==> config.mk <==
export PLATFORM = sky130hd
export DESIGN_NAME = uart_rx_async_flat
export DESIGN_NICKNAME = d
export VERILOG_FILES = /design/src/rtl/uart_rx_async_if.sv /design/src/rtl/uart_rx_async.sv /design/src/flat_wrapper.sv
export SDC_FILE = /design/constraint.sdc
export NUM_CORES = 1
export LEC_CHECK = 0
export ABC_AREA = 1
export BUFFER_PORTS_ARGS = -buffer_cell sky130_fd_sc_hd__clkbuf_2
export CAP_MARGIN = 20
export CORE_MARGIN = 3
export CORE_UTILIZATION = 55
export DETAILED_ROUTE_END_ITERATION = 8
export PLACE_DENSITY = 0.74
export SLEW_MARGIN = 15
export SYNTH_ARGS = -nofsm -noshare
export SYNTH_HDL_FRONTEND = slang
export SYNTH_SLANG_ARGS = --single-unit
export TNS_END_PERCENT = 10
==> constraint.sdc <==
create_clock -name clk -period 5.1 [get_ports clk]
set_input_delay 0.51 -clock clk [delete_from_list [all_inputs] [get_ports clk]]
set_output_delay 0.51 -clock clk [all_outputs]
set_load 0.05 [all_outputs]
==> src/rtl/uart_rx_async_if.sv <==
// Receiver-side signal bundle. The master drives line, strobe and control.
// The slave (the receiver) returns the FIFO head and the status flags.
interface uart_rx_async_if;
    logic       spen;
    logic       cren;
    logic       rx9;
    logic       rx_in;
    logic       rx_div16_en;
    logic       rcreg_rd_en;
    logic [7:0] rcreg_out;
    logic       rx9d_out;
    logic       ferr_out;
    logic       oerr_out;
    logic       rcif_out;
    logic       rx_busy;

    modport master (
        output spen, cren, rx9, rx_in, rx_div16_en, rcreg_rd_en,
        input  rcreg_out, rx9d_out, ferr_out, oerr_out, rcif_out, rx_busy
    );

    modport slave (
        input  spen, cren, rx9, rx_in, rx_div16_en, rcreg_rd_en,
        output rcreg_out, rx9d_out, ferr_out, oerr_out, rcif_out, rx_busy
    );
endinterface

==> src/rtl/uart_rx_async.sv <==
// Asynchronous USART receiver driven by a 16x oversampling strobe.
// Majority-votes ticks 7/8/9 of each bit and queues frames in a 2-deep FIFO.
module uart_rx_async #(
    parameter int unsigned SYNC_STAGES = 2
) (
    input logic             clk,
    input logic             rst,
    uart_rx_async_if.slave  rx_if
);
    typedef enum logic [1:0] {StIdle, StStart, StData, StStop} state_e;

    // spen=0 behaves exactly like rst
    logic clr;
    assign clr = rst | ~rx_if.spen;

    logic [SYNC_STAGES-1:0] sync_q;
    logic                   rxs;
    assign rxs = sync_q[SYNC_STAGES-1];

    state_e     state_q, state_d;
    logic [3:0] tick_q, tick_d, tick_nxt;
    logic [3:0] idx_q, idx_d;
    logic [8:0] shift_q, shift_d;
    logic [1:0] samp_q, samp_d;
    logic       rx9_q, rx9_d;
    logic       maj;
    logic       push;
    logic [9:0] push_data;

    logic [9:0] head_q, tail_q;
    logic [1:0] cnt_q;
    logic       oerr_q;
    logic       pop;

    // Line synchroniser; idles high so reset never looks like a start bit
    always_ff @(posedge clk) begin
        if (clr) begin
            sync_q <= '1;
        end else begin
            sync_q <= {sync_q[SYNC_STAGES-2:0], rx_if.rx_in};
        end
    end

    // Receiver FSM and datapath registers
    always_ff @(posedge clk) begin
        if (clr) begin
            state_q <= StIdle;
            tick_q  <= '0;
            idx_q   <= '0;
            shift_q <= '0;
            samp_q  <= '0;
            rx9_q   <= 1'b0;
        end else begin
            state_q <= state_d;
            tick_q  <= tick_d;
            idx_q   <= idx_d;
            shift_q <= shift_d;
            samp_q  <= samp_d;
            rx9_q   <= rx9_d;
        end
    end

    assign tick_nxt = tick_q + 4'd1;
    // Third vote is the live sample on tick 9
    assign maj = (samp_q[0] & samp_q[1]) | (samp_q[0] & rxs) | (samp_q[1] & rxs);

    // Next-state: the start-detect strobe counts as tick 0 of the start bit
    always_comb begin
        state_d   = state_q;
        tick_d    = tick_q;
        idx_d     = idx_q;
        shift_d   = shift_q;
        samp_d    = samp_q;
        rx9_d     = rx9_q;
        push      = 1'b0;
        push_data = '0;
        if (rx_if.rx_div16_en) begin
            unique case (state_q)
                StIdle: begin
                    if (rx_if.cren && !oerr_q && !rxs) begin
                        state_d = StStart;
                        tick_d  = '0;
                        shift_d = '0;
                        rx9_d   = rx_if.rx9;
                    end
                end
                StStart: begin
                    tick_d = tick_nxt;
                    if (tick_nxt == 4'd9 && maj) begin
                        state_d = StIdle;
                    end else if (tick_nxt == 4'd15) begin
                        state_d = StData;
                        idx_d   = '0;
                    end
                end
                StData: begin
                    tick_d = tick_nxt;
                    if (tick_nxt == 4'd9) begin
                        shift_d[idx_q] = maj;
                    end else if (tick_nxt == 4'd15) begin
                        if (idx_q == (rx9_q ? 4'd8 : 4'd7)) begin
                            state_d = StStop;
                        end else begin
                            idx_d = idx_q + 4'd1;
                        end
                    end
                end
                StStop: begin
                    tick_d = tick_nxt;
                    if (tick_nxt == 4'd9) begin
                        push      = 1'b1;
                        push_data = {~maj, rx9_q & shift_q[8], shift_q[7:0]};
                        state_d   = StIdle;
                    end
                end
            endcase
            if (state_q != StIdle) begin
                if (tick_nxt == 4'd7) samp_d[0] = rxs;
                if (tick_nxt == 4'd8) samp_d[1] = rxs;
            end
        end
        if (!rx_if.cren) begin
            state_d = StIdle;
            push    = 1'b0;
        end
    end

    assign pop = rx_if.rcreg_rd_en && (cnt_q != 2'd0);

    // Two-entry FIFO plus sticky overrun; vacated slots are zeroed
    always_ff @(posedge clk) begin
        if (clr) begin
            head_q <= '0;
            tail_q <= '0;
            cnt_q  <= '0;
            oerr_q <= 1'b0;
        end else begin
            if (push && pop) begin
                if (cnt_q == 2'd2) begin
                    head_q <= tail_q;
                    tail_q <= push_data;
                end else begin
                    head_q <= push_data;
                end
            end else if (push) begin
                if (cnt_q == 2'd0) begin
                    head_q <= push_data;
                    cnt_q  <= 2'd1;
                end else if (cnt_q == 2'd1) begin
                    tail_q <= push_data;
                    cnt_q  <= 2'd2;
                end else begin
                    oerr_q <= 1'b1;
                end
            end else if (pop) begin
                head_q <= tail_q;
                tail_q <= '0;
                cnt_q  <= cnt_q - 2'd1;
            end
            if (!rx_if.cren) oerr_q <= 1'b0;
        end
    end

    assign rx_if.rcreg_out = head_q[7:0];
    assign rx_if.rx9d_out  = head_q[8];
    assign rx_if.ferr_out  = head_q[9];
    assign rx_if.oerr_out  = oerr_q;
    assign rx_if.rcif_out  = (cnt_q != 2'd0);
    assign rx_if.rx_busy   = (state_q != StIdle);
endmodule
==> src/flat_wrapper.sv <==
// flat-port wrapper written by rule: the top's interface ports become plain ports
module uart_rx_async_flat 
#(
    parameter int unsigned SYNC_STAGES = 2
)
  (clk, rst, rx_if_spen, rx_if_cren, rx_if_rx9, rx_if_rx_in, rx_if_rx_div16_en, rx_if_rcreg_rd_en, rx_if_rcreg_out, rx_if_rx9d_out, rx_if_ferr_out, rx_if_oerr_out, rx_if_rcif_out, rx_if_rx_busy);
  uart_rx_async_if rx_if_i ();
  input logic clk;
  input logic rst;
  input wire logic [$bits(rx_if_i.spen)-1:0] rx_if_spen;
  input wire logic [$bits(rx_if_i.cren)-1:0] rx_if_cren;
  input wire logic [$bits(rx_if_i.rx9)-1:0] rx_if_rx9;
  input wire logic [$bits(rx_if_i.rx_in)-1:0] rx_if_rx_in;
  input wire logic [$bits(rx_if_i.rx_div16_en)-1:0] rx_if_rx_div16_en;
  input wire logic [$bits(rx_if_i.rcreg_rd_en)-1:0] rx_if_rcreg_rd_en;
  output wire logic [$bits(rx_if_i.rcreg_out)-1:0] rx_if_rcreg_out;
  output wire logic [$bits(rx_if_i.rx9d_out)-1:0] rx_if_rx9d_out;
  output wire logic [$bits(rx_if_i.ferr_out)-1:0] rx_if_ferr_out;
  output wire logic [$bits(rx_if_i.oerr_out)-1:0] rx_if_oerr_out;
  output wire logic [$bits(rx_if_i.rcif_out)-1:0] rx_if_rcif_out;
  output wire logic [$bits(rx_if_i.rx_busy)-1:0] rx_if_rx_busy;
  assign rx_if_i.spen = rx_if_spen;
  assign rx_if_i.cren = rx_if_cren;
  assign rx_if_i.rx9 = rx_if_rx9;
  assign rx_if_i.rx_in = rx_if_rx_in;
  assign rx_if_i.rx_div16_en = rx_if_rx_div16_en;
  assign rx_if_i.rcreg_rd_en = rx_if_rcreg_rd_en;
  assign rx_if_rcreg_out = rx_if_i.rcreg_out;
  assign rx_if_rx9d_out = rx_if_i.rx9d_out;
  assign rx_if_ferr_out = rx_if_i.ferr_out;
  assign rx_if_oerr_out = rx_if_i.oerr_out;
  assign rx_if_rcif_out = rx_if_i.rcif_out;
  assign rx_if_rx_busy = rx_if_i.rx_busy;
  uart_rx_async #(.SYNC_STAGES(SYNC_STAGES)) u_core (.clk(clk), .rst(rst), .rx_if(rx_if_i));
endmodule
==> key figures, run 1 <==
Outcome
  • Status: finished clean

Floorplanning
  • Core area: 4942 um^2
  • Row count: 25
  • Die ar.: approximately 6200 um^2
  • Die Ht: between 70 and 80 um
  • Die X: 78.90 um
  • IO Pins: 21
  • Initial Util: 0.5914

STA
  • RSZ-0062 raised after global routing: no
  • Fmax achieved: between 400 and 500 MHz
  • Final Hold Fails: 0
  • Final period util: 0.4572
  • Final setup fails: 0
  • Final-report max-slew violation count: 0
  • Worst-Margin Slew: 0.6763 ns
  • Skew final: 0.01337 ns
  • Setup TNS: 0 ns
  • Period minus WS final: 2.332 ns
  • Slew HR: 0.5491

Layout
  • Filler cell count: 503
  • Layout area overhead: 7.449%
  • Footprint of the multi-input gates: 1703 um^2
  • Most common cell after layout, fill and taps aside: nand2_1
  • Share of cells above drive strength 1: 0.1304
  • Design area: approximately 3100 um^2
  • Most frequent cells in the layout: 107 x nand2_1, 80 x nor2_1, 47 x inv_1, 47 x dfxtp_1, 32 x nand3_1
  • Final nets: 479
  • Ant diodes: 0
  • Finished Core Util: 0.6354
  • Finished Layout Cells: 527
  • Reg area: ~940 um^2

Place
  • Dpl hpwl: ~5 mm
  • Port bufs: 20
  • RD Place Congestion: around 0.90
  • Placed Instance Area: 3024 um^2
  • DP Cell Count: 519

Critical path
  • Worst endpoint required time: 5.32 ns
  • Critical-path top delay cell: o21ai_0
  • CP most frequent cell: inv_1
  • CP top delay family: simple AND/OR/NAND/NOR gates
  • Peak fanout along the critical path: 17
  • Worst-path cell chain: inv_1, ha_1, inv_1, nand2_1, o21ai_0, nand2_1, nand2_2, inv_1, nor2_1, nor2_1
  • WS Path Type: flop to flop
  • Critical path launch point type: flop
  • Worst Setup End Kind: flop
  • Crit path DAT: about 2.6 ns
  • CP peak stage delay: 0.40 ns
  • Buffers & Inverters on Critical Path: 3

Clock tree
  • Clk sinks: 47
  • CTS tree: built
  • CTS HTree Levels: 2
  • Gates resized, CTS repair: 0
  • Clk buf depth: 2
  • Number of setup buffers added after CTS: 0
  • CTS root buf: clkbuf_8
  • # hold bufs at CTS: 0
  • Num CTS Buffers: 5
  • Later-pin clock latency in the skew report: 0.31 ns
  • Worst-path clk slew: 0.10 ns

Power and ir drop
  • Peak VDD IR: 0.1192 mV
  • Final total power: 0.6709 mW
  • PwrDens: 213.6 nW/um^2
  • Leak: 1.441 nW

Synthesis
  • Number of synthesized flops with an enable pin: 0
  • Area of the mapped netlist: 2923 um^2
  • Syn Area/Cell: 6.583 um^2
  • Synth unique cells: 32
  • Ys async rst share: 0
  • Synth Instances: 444
  • Prevailing post-synth register cell: dfxtp_1
  • Ys Warns: 0
  • FF+latch count, synth: 47
  • Net Count, Synth: 464
  • Sequential element share of the synthesized area: 0.3219

GRT
  • First-pass GRT wire length: 11.27 mm
  • Total grt overflow: 0
  • Busiest grt layer: met2
  • Met1 usage: 0.3113
  • Global routing usage on met2: 0.3633
  • Largest net degree at the start of global routing: 28
  • GRT Util Overall: 0.2267
  • Initial antenna violation count: 0
  • Vias in the first global route: 2461
  • Met3 Use GR: 0.03741

Worst hold path
  • Hold Crit Class: primary input to flop

Route
  • Iteration count of the initial detailed-routing pass: 5
  • Post-DR wirelength/cell: 12.47 um
  • Routed Wire Length: between 6 and 7 mm
  • DRT iter0 DRCs: 228
  • ANT nets after route: 0
  • Via Count: between 2000 and 3000
  • Vias per cell: about 5.3
  • DRC: 0

Run
  • Max Cap Viol: 0
-- flip-flops by register name, indices dropped and copies added, names as in the netlist, named ones only --
name                   count
u_core.cnt_q               2
u_core.head_q             10
u_core.idx_q               4
u_core.rx9_q               1
u_core.rx_if.oerr_out      1
u_core.samp_q              2
u_core.shift_q             9
u_core.state_q             1
u_core.sync_q              2
u_core.tail_q             10
u_core.tick_q              4
-- layer usage --
metal / share of wire / wire, um / vias up
met5: 0 / 0 / -
met2: 0.43 / 2855 / 92
li1: - / - / 1443
met3: 0.071 / 464 / 11
met1: 0.48 / 3158 / 1229
met4: 0.014 / 92 / 0
-- worst register-to-register path, cell delays in order (launching register included) --
cell and delay [ns]:
dfxtp_1 0.37, inv_1 0.10, ha_1 0.25, inv_1 0.15
nand2_1 0.37, o21ai_0 0.41, nand2_1 0.12, nand2_2 0.19
inv_1 0.13, nor2_1 0.11, nor2_1 0.05
-- final timing paths --
path / from / to / slack (ns) / cells after the start
min: rx_if_rx_in / u_core.sync_q[0] / 0.38 / 2
max: u_core.cnt_q[0] / u_core.tail_q[5] / 2.77 / 10
min reg2reg: u_core.sync_q[0] / u_core.sync_q[1] / 0.43 / 1
max reg2reg: u_core.cnt_q[0] / u_core.tail_q[5] / 2.77 / 10
-- power breakdown --
group          switching (mW)  internal, mW  total, mW
Clock                   0.137         0.149      0.285
Sequential           0.000313         0.367      0.367
Combinational          0.0134       0.00488     0.0182
Total                   0.150         0.521      0.671
-- cells by family after synthesis --
family	synth area share
DFF	0.3219
xor gates and xnor gates	0.005994
buffers and inverters	0.09546
adders and majority gates	0.05137
and+or+nand+nor	0.4302
AOI/OAI and AO/OA	0.09504
-- synth_stat cells, drive strengths merged, types with 5 or more instances --
master / count / area [um^2]
nand3: 32 / 160.2
nor2: 86 / 366.6
nand3b: 5 / 37.54
buf: 9 / 75.06
nand4: 16 / 136.4
o21ai: 25 / 125.1
nor3: 5 / 30.03
inv: 49 / 183.9
a21oi: 18 / 90.09
dfxtp: 47 / 940.9
nand2: 118 / 475.5
ha: 12 / 150.1
or2: 7 / 43.79
-- through the flow --
| step | worst slack (ns) | hold WS [ns] |
|---|---|---|
| final | 2.768 | 0.3846 |
| after detailed placement | 2.824 | 0.4062 |
| after global placement | 2.951 | 0.4023 |
| after global routing | 2.475 | 0.3963 |
| after CTS | 2.797 | 0.3838 |
| after floorplan | 2.954 | 0.3925 |
-- area by class of cell --
class / count / share of cell area
multi-input combinational: 334 / 0.5422
sequential: 47 / 0.2996
inverter: 50 / 0.06016
timing repair buffer: 21 / 0.03426
tap: 67 / 0.02669
clock buffer: 5 / 0.02191
clock inverter: 3 / 0.01514
No activity file was read; power rests on OpenSTA's default activity.
==> run 2: changes to the inputs <==
- clock period: 5.1 -> 2.3 ns (I/O delays scaled with it)
==> run 2 against run 1 <==
Compared with the run above: total power rose by 120%; clock skew down 0.0061 ns; sequential share of layout area decreased by 0.30 points; clock power up 110%; critical path type unchanged; largest power group unchanged; non-clock buffer count up 6; sequential cell count unchanged; worst hold slack lost 0.26 ns; first-iteration DRC count is 25% higher; wire length grew 0.46%.
==> key figures, run 2 (synthesis gave the netlist of run 1 again) <==
Outcome
  • Status: finished clean

Layout
  • Share of cells above drive strength 1: 0.1376 (+0.007200)
  • Ant diodes: 0 (unchanged)
  • Final nets: 485 (+1.3%)
  • Most common cell after layout, fill and taps aside: nand2_1
  • Finished Core Util: 0.6418 (+0.006329)
  • Reg area: 940.9 um^2 (unchanged)
  • Largest registers: u_core.head_q: 10 flops, u_core.tail_q: 10 flops, u_core.shift_q: 9 flops
  • Footprint of the multi-input gates: 1703 um^2 (unchanged)
  • Layout area overhead: 8.519%
  • Most frequent cells in the layout: 107 x nand2_1, 80 x nor2_1, 47 x inv_1, 47 x dfxtp_1, 32 x nand3_1
  • Filler cell count: 479 (-4.8%)

Floorplanning
  • Die ar.: 6225 um^2 (unchanged)
  • Row count: 25 (unchanged)
  • Die Ht: 78.90 um (unchanged)
  • Die X: 78.90 um (unchanged)
  • Initial Util: 0.5914 (unchanged)
  • Core area: 4942 um^2 (unchanged)
  • IO Pins: 21 (unchanged)

Critical path
  • R2R Setup Slk: 0.28 ns (-2.49 ns)
  • CP Launch Point: u_core.tick_q[1]
  • Worst r2r src: u_core.tick_q[1]
  • Worst r2r dst: u_core.shift_q[1]
  • WS Path Type: flop to flop
  • Critical Path Sink: u_core.shift_q[1]
  • Critical path launch point type: flop
  • Peak fanout along the critical path: 11 (-6)
  • Worst endpoint required time: 2.52 ns (-2.80 ns)
  • Crit path DAT: 2.24 ns (-0.31 ns)
  • FF-to-FF path depth: 10 (unchanged)
  • Worst Setup End Kind: flop

Power and ir drop
  • Final total power: 1.445 mW (+120%)
  • Seq pwr share: 0.564 (+0.016)
  • Leak: 1.463 nW (+1.5%)
  • Net Sw Power: 0.3007 mW (+100%)
  • Switch share: 0.2080 (-0.01591)
  • PwrDens: 455.7 nW/um^2 (+110%)
  • Peak VDD IR: 0.3282 mV (+180%)
  • Clock share of power: 0.408 (-0.017)
  • Comb pwr share: 0.029 (+0.002)
  • Internal Power: 1.145 mW (+120%)

Clock tree
  • CTS root buf: clkbuf_8
  • Clk buf depth: 2 (unchanged)
  • CTS HTree Levels: 2 (unchanged)
  • # hold bufs at CTS: 0 (unchanged)
  • Later-pin clock latency in the skew report: 0.30 ns (about the same)
  • Worst-path clk slew: 0.08 ns (-0.02 ns)
  • Number of setup buffers added after CTS: 0 (unchanged)
  • CTS tree: built
  • Clk sinks: 47 (unchanged)
  • Num CTS Buffers: 5 (unchanged)
  • Gates resized, CTS repair: 0 (unchanged)

Route
  • Vias per cell: 5.244 (-0.40%)
  • Post-DR wirelength/cell: 12.41 um (-0.49%)
  • DRT iter0 DRCs: 285 (+25%)
  • DRC: 0 (unchanged)
  • ANT nets after route: 0 (unchanged)
  • Via Count: 2790 (+0.54%)
  • Iteration count of the initial detailed-routing pass: 5 (unchanged)
  • Routed Wire Length: 6.601 mm (+0.46%)

Place
  • RD Place Congestion: 0.9146 (+1.6%)
  • Worst slack, placed: 0.3051 ns (-2.519 ns)
  • Dpl hpwl: 5.017 mm (+1.6%)
  • Port bufs: 20 (unchanged)

GRT
  • Initial antenna violation count: 0 (unchanged)
  • GRT Util Overall: 0.2270 (about the same)
  • Vias in the first global route: 2427 (-1.4%)
  • First-pass GRT wire length: 11.28 mm (about the same)
  • Total grt overflow: 0 (unchanged)
  • Largest net degree at the start of global routing: 27 (-3.6%)

Worst hold path
  • Hold Crit Class: primary input to flop

STA
  • Final Hold Fails: 0 (unchanged)
  • Fmax achieved: 494.9 MHz (+15%)
  • Final-report max-slew violation count: 0 (unchanged)
  • RSZ-0062 raised after global routing: no
  • Worst Slack Setup Final: 0.2794 ns (-2.489 ns)
  • Period minus WS final: 2.021 ns (-0.3112 ns)
  • WHS: 0.1210 ns (-0.2636 ns)
  • Final setup fails: 0 (unchanged)
  • Slew HR: 0.7113 (+0.1621)
  • Skew final: 0.007277 ns (-0.006093 ns)
  • Setup TNS: 0 ns (unchanged)
  • Worst-Margin Slew: 0.4326 ns (-0.2437 ns)
  • Final period util: 0.8785 (+0.4213)

Run
  • Max Cap Viol: 0 (unchanged)
run 2: worst min-delay path by stage:
stage	from	to	slack, ns	depth (start not counted)
floorplan	rx_if_rx_in	u_core.sync_q[0]	0.34	1
global placement	u_core.sync_q[0]	u_core.sync_q[1]	0.41	1
detailed placement	u_core.sync_q[0]	u_core.sync_q[1]	0.41	1
CTS	rx_if_rx_in	u_core.sync_q[0]	0.12	2
global route	rx_if_rx_in	u_core.sync_q[0]	0.12	2
finish	rx_if_rx_in	u_core.sync_q[0]	0.12	2
run 2: worst max-delay path, stage by stage, from the launching register on:
cell     delay (ns)
dfxtp_1        0.47
ha_1           0.23
inv_1          0.04
nand2_1        0.08
nand2_2        0.10
nor2_4         0.14
nand2_2        0.11
nand2_2        0.10
nand2_1        0.22
o21ai_0        0.23
nor3b_1        0.21
run 2: power groups by stage:
stage,logic (mW),clock network [mW],registers [mW]
4_1_cts,0.0421,0.600,0.815
2_1_floorplan,0.0241,0,0.833
3_3_place_gp,0.0416,0,0.834
6_report,0.0418,0.589,0.815
3_5_place_dp,0.0419,0,0.834
5_1_grt,0.0470,0.628,0.815
run 2: layout make-up:
type / count / area share
multi-input cells: 334 / 0.5369
flip-flops and latches: 47 / 0.2966
inverters: 50 / 0.05957
repair buffers: 27 / 0.04813
well taps: 67 / 0.02643
clock buffers: 6 / 0.02288
clock inverters: 1 / 0.009467
run 2: metrics by stage:
step / instance area, um^2 / instances
detailed placement: 3069 / 525
finish: 3172 / 532
CTS: 3172 / 532
global placement: 3069 / 525
global route: 3172 / 532
floorplan: 2923 / 444
run 2: routing by layer:
metal / share of wire / up-vias / GRT usage
li1: - / 1456 / -
met1: 0.49 / 1256 / 0.3200
met2: 0.45 / 72 / 0.3591
met3: 0.053 / 6 / 0.03401
met4: 0.013 / 0 / 0.06701
met5: 0 / - / 0
